--- src/rtl/mem_arbiter.sv ---
// Arbiter sharing one single-port unified memory between the fetch and data ports.
// Grants one registered request at a time, with alternating priority and an optional timeout.
module mem_arbiter #(
    parameter int unsigned ADDR_W  = 32,
    parameter int unsigned DATA_W  = 32,
    parameter int unsigned TIMEOUT = 255
) (
    input  logic                clk,
    input  logic                reset_n,
    // fetch port
    input  logic                if_req,
    input  logic [ADDR_W-1:0]   if_addr,
    output logic [DATA_W-1:0]   if_rdata,
    output logic                if_valid,
    output logic                if_err,
    output logic                stall_f,
    // data port
    input  logic                dm_req,
    input  logic                dm_we,
    input  logic [ADDR_W-1:0]   dm_addr,
    input  logic [DATA_W-1:0]   dm_wdata,
    input  logic [DATA_W/8-1:0] dm_wmask,
    output logic [DATA_W-1:0]   dm_rdata,
    output logic                dm_valid,
    output logic                dm_err,
    output logic                stall_m,
    // memory side
    output logic                mem_req,
    output logic                mem_we,
    output logic [ADDR_W-1:0]   mem_addr,
    output logic [DATA_W-1:0]   mem_wdata,
    output logic [DATA_W/8-1:0] mem_wmask,
    input  logic                mem_ready,
    input  logic [DATA_W-1:0]   mem_rdata
);

    localparam int unsigned MaskW = DATA_W / 8;
    // A zero TIMEOUT still needs a 1-bit counter so the logic stays well-formed.
    localparam int unsigned CntW = (TIMEOUT > 0) ? $clog2(TIMEOUT + 1) : 1;
    localparam logic [CntW-1:0] CntLast = (TIMEOUT > 0) ? CntW'(TIMEOUT - 1) : '0;
    localparam logic TimeoutEn = (TIMEOUT > 0);

    typedef enum logic [1:0] {
        StIdle,
        StBusIf,
        StBusDm
    } state_e;

    state_e              state_q, state_d;
    logic                last_dm_q, last_dm_d;
    logic [CntW-1:0]     cnt_q, cnt_d;
    logic                mem_req_q, mem_req_d;
    logic                mem_we_q, mem_we_d;
    logic [ADDR_W-1:0]   mem_addr_q, mem_addr_d;
    logic [DATA_W-1:0]   mem_wdata_q, mem_wdata_d;
    logic [MaskW-1:0]    mem_wmask_q, mem_wmask_d;

    logic busy;
    logic timeout_hit;
    logic done;

    always_comb begin
        busy        = (state_q != StIdle);
        timeout_hit = TimeoutEn && busy && !mem_ready && (cnt_q == CntLast);
        done        = busy && (mem_ready || timeout_hit);
    end

    always_comb begin
        state_d     = state_q;
        last_dm_d   = last_dm_q;
        cnt_d       = cnt_q;
        mem_req_d   = mem_req_q;
        mem_we_d    = mem_we_q;
        mem_addr_d  = mem_addr_q;
        mem_wdata_d = mem_wdata_q;
        mem_wmask_d = mem_wmask_q;

        case (state_q)
            StIdle: begin
                // Data wins ties unless it took the previous grant.
                if (dm_req && (!if_req || !last_dm_q)) begin
                    state_d     = StBusDm;
                    last_dm_d   = 1'b1;
                    cnt_d       = '0;
                    mem_req_d   = 1'b1;
                    mem_we_d    = dm_we;
                    mem_addr_d  = dm_addr;
                    mem_wdata_d = dm_wdata;
                    mem_wmask_d = dm_wmask;
                end else if (if_req) begin
                    state_d     = StBusIf;
                    last_dm_d   = 1'b0;
                    cnt_d       = '0;
                    mem_req_d   = 1'b1;
                    mem_we_d    = 1'b0;
                    mem_addr_d  = if_addr;
                    mem_wmask_d = '0;
                end
            end
            StBusIf, StBusDm: begin
                if (done) begin
                    state_d     = StIdle;
                    mem_req_d   = 1'b0;
                    mem_we_d    = 1'b0;
                    mem_wmask_d = '0;
                end else begin
                    cnt_d = cnt_q + CntW'(1);
                end
            end
            default: begin
                state_d = StIdle;
            end
        endcase
    end

    always_ff @(posedge clk or negedge reset_n) begin
        if (!reset_n) begin
            state_q     <= StIdle;
            last_dm_q   <= 1'b0;
            cnt_q       <= '0;
            mem_req_q   <= 1'b0;
            mem_we_q    <= 1'b0;
            mem_addr_q  <= '0;
            mem_wdata_q <= '0;
            mem_wmask_q <= '0;
        end else begin
            state_q     <= state_d;
            last_dm_q   <= last_dm_d;
            cnt_q       <= cnt_d;
            mem_req_q   <= mem_req_d;
            mem_we_q    <= mem_we_d;
            mem_addr_q  <= mem_addr_d;
            mem_wdata_q <= mem_wdata_d;
            mem_wmask_q <= mem_wmask_d;
        end
    end

    // Completion is combinational; read data is zeroed on timeout and outside completion.
    always_comb begin
        if_valid = (state_q == StBusIf) && done;
        dm_valid = (state_q == StBusDm) && done;
        if_err   = if_valid && !mem_ready;
        dm_err   = dm_valid && !mem_ready;
        if_rdata = (if_valid && mem_ready) ? mem_rdata : '0;
        dm_rdata = (dm_valid && mem_ready) ? mem_rdata : '0;
        stall_f  = if_req && !if_valid;
        stall_m  = dm_req && !dm_valid;
    end

    assign mem_req   = mem_req_q;
    assign mem_we    = mem_we_q;
    assign mem_addr  = mem_addr_q;
    assign mem_wdata = mem_wdata_q;
    assign mem_wmask = mem_wmask_q;

endmodule
--- config.mk ---
export PLATFORM = sky130hd
export DESIGN_NAME = mem_arbiter
export DESIGN_NICKNAME = d
export VERILOG_FILES = /design/src/rtl/mem_arbiter.sv
export SDC_FILE = /design/constraint.sdc
export NUM_CORES = 1
export LEC_CHECK = 0
export CAP_MARGIN = 25
export CORE_ASPECT_RATIO = 0.5
export CORE_UTILIZATION = 25
export CTS_BUF_LIST = sky130_fd_sc_hd__clkbuf_8
export DETAILED_ROUTE_END_ITERATION = 12
export GPL_TIMING_DRIVEN = 1
export PLACE_DENSITY = 0.73
export SLEW_MARGIN = 10
export SYNTH_ARGS = -nofsm -noshare
export SYNTH_HDL_FRONTEND = slang
export SYNTH_SLANG_ARGS = --single-unit
--- constraint.sdc ---
create_clock -name clk -period 1.9 [get_ports clk]
set_clock_uncertainty 0.2 [all_clocks]
set_input_delay 0.38 -clock clk [delete_from_list [all_inputs] [get_ports clk]]
set_output_delay 0.38 -clock clk [all_outputs]
set_load 0.01 [all_outputs]
Yosys cells after proc, flatten, opt, wreduce, memory -nomap -nowiden
Index checks and enable logic that the tools add are counted.
{ "word_totals": {"register_bits": 81, "out_inout_bits": 140} }
{ "op_classes": {"add_sub_neg": 1, "eq_ne": 6, "muxes": 24, "n_reduce_logical": 29} }
{ "op_table": {"columns": ["operator", "n"], "rows": [
  ["32-bit two-way mux", 4],
  ["8-bit two-way mux", 3],
  ["8-bit one-hot mux with 2 select lines", 1],
  ["1-bit logical AND", 12],
  ["4-bit two-way mux", 3],
  ["8-bit by 1-bit adder with 8-bit output, second input constant", 1],
  ["8-bit == test, second input constant", 1],
  ["4-bit one-hot mux with 2 select lines", 1],
  ["1-bit two-way mux", 6],
  ["2-bit two-way mux", 3],
  ["2-bit AND reduction", 3],
  ["3-bit AND reduction", 2],
  ["2-bit nonzero test", 3],
  ["1-bit zero test", 5],
  ["2-bit != test, second input constant", 2],
  ["1-bit one-hot mux with 2 select lines", 2],
  ["2-bit one-hot mux with 2 select lines", 1],
  ["3-bit != test, second input constant", 1],
  ["2-bit by 1-bit == test with 1-bit output, second input constant", 1],
  ["2-bit == test, second input constant", 1],
  ["2-bit zero test", 1],
  ["1-bit logical OR", 2],
  ["2-bit OR reduction", 1]
]} }

Depth between registers and ports, before layout
{ "depth": {"ltp_word": 8, "depth_mapped": 8, "mapped_depth_nobuf": 6} }

Worst setup path after synthesis
Ideal clock, no wire load.
{ "synth_timing": {"kind": "flip-flop to output port", "start": "reg state_q[0]", "end": "out dm_rdata[10]", "arrival_ps": 1473, "required_time_ps": 1320, "setup_slack_ps": -153, "stages_incl_launch_ff": 7, "path_buffers": 2, "cell_sequence": "dfrtp_1 > inv_1 > ha_1 > buf_2 > and3b_1 > clkbuf_1 > and2_1"} }
{ "synth_between": {"elab_chain_len": 8, "elab_cells_between_ends": 9, "classes_between": "eq/ne (1); mux (1); reduce/logical (7)"} }
{ "synth_lines": {"columns": ["element", "line_no", "text"], "rows": [
  ["start, declared", "49", "state_e state_q, state_d;"],
  ["start signal, assigned", "118", "state_q <= StIdle;"],
  ["start signal, assigned", "127", "state_q <= state_d;"],
  ["2-bit nonzero test", "63", "busy = (state_q != StIdle);"],
  ["1-bit logical AND (2 in a row)", "64", "timeout_hit = TimeoutEn && busy && !mem_ready && (cnt_q == CntLast);"],
  ["1-bit logical OR", "65", "done = busy && (mem_ready || timeout_hit);"],
  ["1-bit logical AND", "65", null],
  ["1-bit logical AND *", "141", "dm_valid = (state_q == StBusDm) && done;"],
  ["1-bit logical AND *", "145", "dm_rdata = (dm_valid && mem_ready) ? mem_rdata : '0;"],
  ["32-bit two-way mux *", "145", null],
  ["end, declared", "23", "output logic [DATA_W-1:0] dm_rdata,"]
]} }
Every way passes the cells marked *; elsewhere a longest branch is shown, timed or not.

Final worst setup path
{ "layout_timing": {"start": "reg state_q[1]", "end": "out if_rdata[13]"} }
{ "layout_between": {"elab_chain_len": 8, "elab_cells_between_ends": 9, "classes_between": "eq/ne (1); mux (1); reduce/logical (7)"} }
{ "layout_lines": {"columns": ["element", "line_no", "text"], "rows": [
  ["2-bit nonzero test", "63", null],
  ["1-bit logical AND (2 in a row)", "64", null],
  ["1-bit logical OR", "65", null],
  ["1-bit logical AND", "65", null],
  ["1-bit logical AND *", "140", "if_valid = (state_q == StBusIf) && done;"],
  ["1-bit logical AND *", "144", "if_rdata = (if_valid && mem_ready) ? mem_rdata : '0;"],
  ["32-bit two-way mux *", "144", null],
  ["end, declared", "13", "output logic [DATA_W-1:0] if_rdata,"]
]} }
Marked as above.

==> flow_summary_export.csv <==
group,metric,value,unit
floorplanning,die_height,91.88,um
pwr,p_clk_share,14.6,%
floorplanning,die_area,0.01670,mm^2
clock_tree,numCtsBuffers,9,
yosys,ys_types,37,
clock_tree,clockRootBuffer,"clkbuf_8",
clock_tree,cts_tree,"done",
route,drt-initial-drc-count,229,
clock_tree,clk_latency,0.36,ns
sta,relSlewSlack,71.84,%
hold_path,hp-class,"flip-flop to flip-flop",
layout,n_antenna_cell,0,
yosys,netlist_area,0.004039,mm^2
critical_path,end_kind,"output port",
global_routing,gr-total-overflow,0,
place,numPortBuffers,277,
yosys,yosysSeqAreaShare,50.19,%
floorplanning,rows,32,
floorplanning,num_io_pins,278,
floorplanning,coreArea,0.01557,mm^2
route,wl,16680,um
run_status,status,"complete, but fails checks",
critical_path,cp.arrival,1.85,ns
layout,syn2layout_area_growth,109.9,%
yosys,yosys-top-cells-area,"dfrtp_1 50%, nand2_1 16%, and2_1 10%",
pwr,p_leak,4.007,nW
route,drtPass1Iterations,4,
clock_tree,clk_pin_slew_worst_paths,0.08,ns
critical_path,crit_required,1.32,ns
sta,max_freq,411.8,MHz
pwr,power.density,1255,mW/mm^2
yosys,syn_nets,630,
global_routing,grt_max_degree,35,
place,gp_congestion,0.8190,
sta,post-route-min-period,2.428,ns
run_status,violations,"negative setup slack",
route,wire_per_inst,16.12,um
pwr,sw_frac_of_total,35.79,%
sta,hold_viol_final,0,
layout,final.fill_count,1328,
flow_run,maxCapViolCount,0,
sta,setup_slack,-0.5281,ns
route,viasPerCell,4.536,
critical_path,critical_path_class,"flip-flop to output port",
route,drcViolationCount,0,
yosys,synth.avg_cell_area,8.293,um^2
layout,layout-drive-gt1-share,32.01,%
route,drtAntennaViolNets,0,
sta,worst_pin_slew,0.4224,ns
layout,final_util,54.44,%
sta,post-route-period-util,127.8,%
global_routing,grt_pass1_vias,4706,
global_routing,antenna_found_initial,0,
clock_tree,htreeDepth,3,
floorplanning,initial_core_util,25.93,%
layout,finalNonFillerCells,1035,
layout,layout.nets,969,
place,hpwl,11190,um
route,via_count,4695,
pwr,p_int,0.006833,W
critical_path,start_kind,"flip-flop",
pwr,comb_power_share,57.5,%
pwr,p_seq_share,27.9,%
sta,rsz0062_at_grt,"yes",
clock_tree,cts.sinks,81,
global_routing,grt_usage,18.90,%
global_routing,grt_pass1_wl,24890,um
critical_path,ff2ff_setup_slack,-0.43,ns
sta,drv_slew,0,
sta,setup_viol,149,
pwr,p_switching,0.003809,W
place,dp_slack,-0.8093,ns
yosys,synth_largest_area_cell,"dfrtp_1",
place,placed_cells,980,
yosys,yosysWarnings,0,
pwr,ir_drop,0.0005181,V
yosys,ys_ff_latch,81,
yosys,synth_top_area_share,50.19,%
floorplanning,dieWidth,181.8,um
yosys,synthCells,487,
clock_tree,clk_path_buf_depth,2,
critical_path,critPathMaxFanout,5,
[Yosys cell counts, drive strengths merged]
cell type,instances
o21ai,9
nand4b,1
a31oi,32
clkbuf,16
a2bb2oi,1
o221ai,1
nand3,4
o31ai,2
a21bo,1
inv,3
nor2,38
nand2,176
o21ba,1
dfrtp,81
a21oi,6
nor4b,2
o22ai,6
o2bb2ai,1
buf,15
xor2,1
and2,66
nand4,1
a21boi,3
or4,2
o21a,1
o211ai,1
ha,5
a22oi,5
or3,3
nor3b,1
and3b,2
[timing repair]
item,in CTS,in global routing
buffers inserted,18,11
gates cloned,8,5
endpoints found under the setup margin,83,163
hold buffers,1,0
pin swaps,57,25
gates resized for setup,401,86
hold endpoints to repair,26,0
[worst paths after layout]
| check | start | to | cells after the start |
|---|---|---|---|
| max reg2reg | state_q[1]$_DFFE_PN0P_ | cnt_q[7]$_DFFE_PN0P_ | 10 |
| min in group asynchronous | reset_n | mem_addr[10]$_DFFE_PN0P_ | 2 |
| max in group asynchronous | reset_n | mem_wdata[26]$_DFFE_PN0P_ | 3 |
| min reg2reg | mem_wdata[17]$_DFFE_PN0P_ | mem_wdata[17]$_DFFE_PN0P_ | 2 |
| min | mem_wdata[17]$_DFFE_PN0P_ | mem_wdata[17]$_DFFE_PN0P_ | 2 |
| max | state_q[1]$_DFFE_PN0P_ | if_rdata[13] | 8 |
[registers in the layout (all words and copies together), names as in the netlist]
| register | count |
|---|---|
| last_dm_q | 1 |
| mem_wdata | 32 |
| mem_we | 1 |
| state_q | 2 |
| mem_addr | 32 |
| mem_wmask | 4 |
| mem_req | 1 |
| cnt_q | 8 |
[cell families (layout without fill, tap and decap cells)]
| group | after synthesis | in the layout | share of synthesized area, % |
|---|---|---|---|
| compound gates | 70 | 70 | 11.37 |
| xor+xnor | 1 | 1 | 0.2169 |
| fa+ha+maj | 5 | 5 | 1.549 |
| buf+inv | 34 | 378 | 3.501 |
| flops | 81 | 81 | 50.19 |
| simple gates | 296 | 296 | 33.18 |
[power by group through the flow]
| stage | sequential [W] | clock, W | combinational (W) |
|---|---|---|---|
| 2_1_floorplan | 0.00334 | 0 | 0.00177 |
| 3_3_place_gp | 0.00295 | 0 | 0.00497 |
| 3_5_place_dp | 0.00299 | 0 | 0.00503 |
| 4_1_cts | 0.00296 | 0.00158 | 0.00566 |
| 5_1_grt | 0.00308 | 0.00165 | 0.00656 |
| 6_report | 0.00297 | 0.00155 | 0.00612 |
[critical path: stages, from the launching register on]
cell and delay, ns:
dfrtp_1 0.41, inv_2 0.08, ha_2 0.19, and3b_2 0.23
buf_6 0.14, buf_6 0.12, buf_6 0.11, and2_4 0.12
buf_6 0.11
[final cells by class]
cell class                 instances  area (um^2)  area share (%)
clock inverter                     6        106.4           1.254
inverter                           3        11.26          0.1328
multi-input combinational        372         2207           26.03
timing repair buffer             359         3735           44.05
clock buffer                      10        137.6           1.623
sequential                        81         2027           23.90
tap                              204        255.2           3.010
[per-stage QoR]
stage / power [W] / area (um^2) / hold slack (ns) / setup TNS [ns]
floorplan: 0.005115 / 4096 / -0.1156 / -0.3027
global placement: 0.007923 / 7397 / 0.1426 / -68.13
detailed placement: 0.008025 / 7397 / 0.1388 / -71.29
CTS: 0.01020 / 8028 / 0.2804 / -39.47
global route: 0.01129 / 8479 / 0.3015 / -58.83
finish: 0.01064 / 8479 / 0.2769 / -46.89
[cell usage in the layout (no fill, tap or decap), drive strengths merged, types with 4 or more instances in the layout]
cell type and count:
nand2 176, dfrtp 81, a22oi 5, a31oi 32
clkbuf 15, and2 66, clkdlybuf4s50 186, buf 147
ha 5, dlymetal6s2s 15, o21ai 9, dlygate4sd2 5
o22ai 6, a21oi 6, nand3 4, nor2 38
inv 4
[per-layer routing]
metal / global-route usage [%] / wire [um] / up-vias
met5: 0 / 0 / -
met1: 21.63 / 6634 / 2260
met2: 35.48 / 9112 / 138
li1: - / - / 2273
met3: 3.535 / 625 / 24
met4: 6.285 / 312 / 0
(Power assumes the default switching activity.)
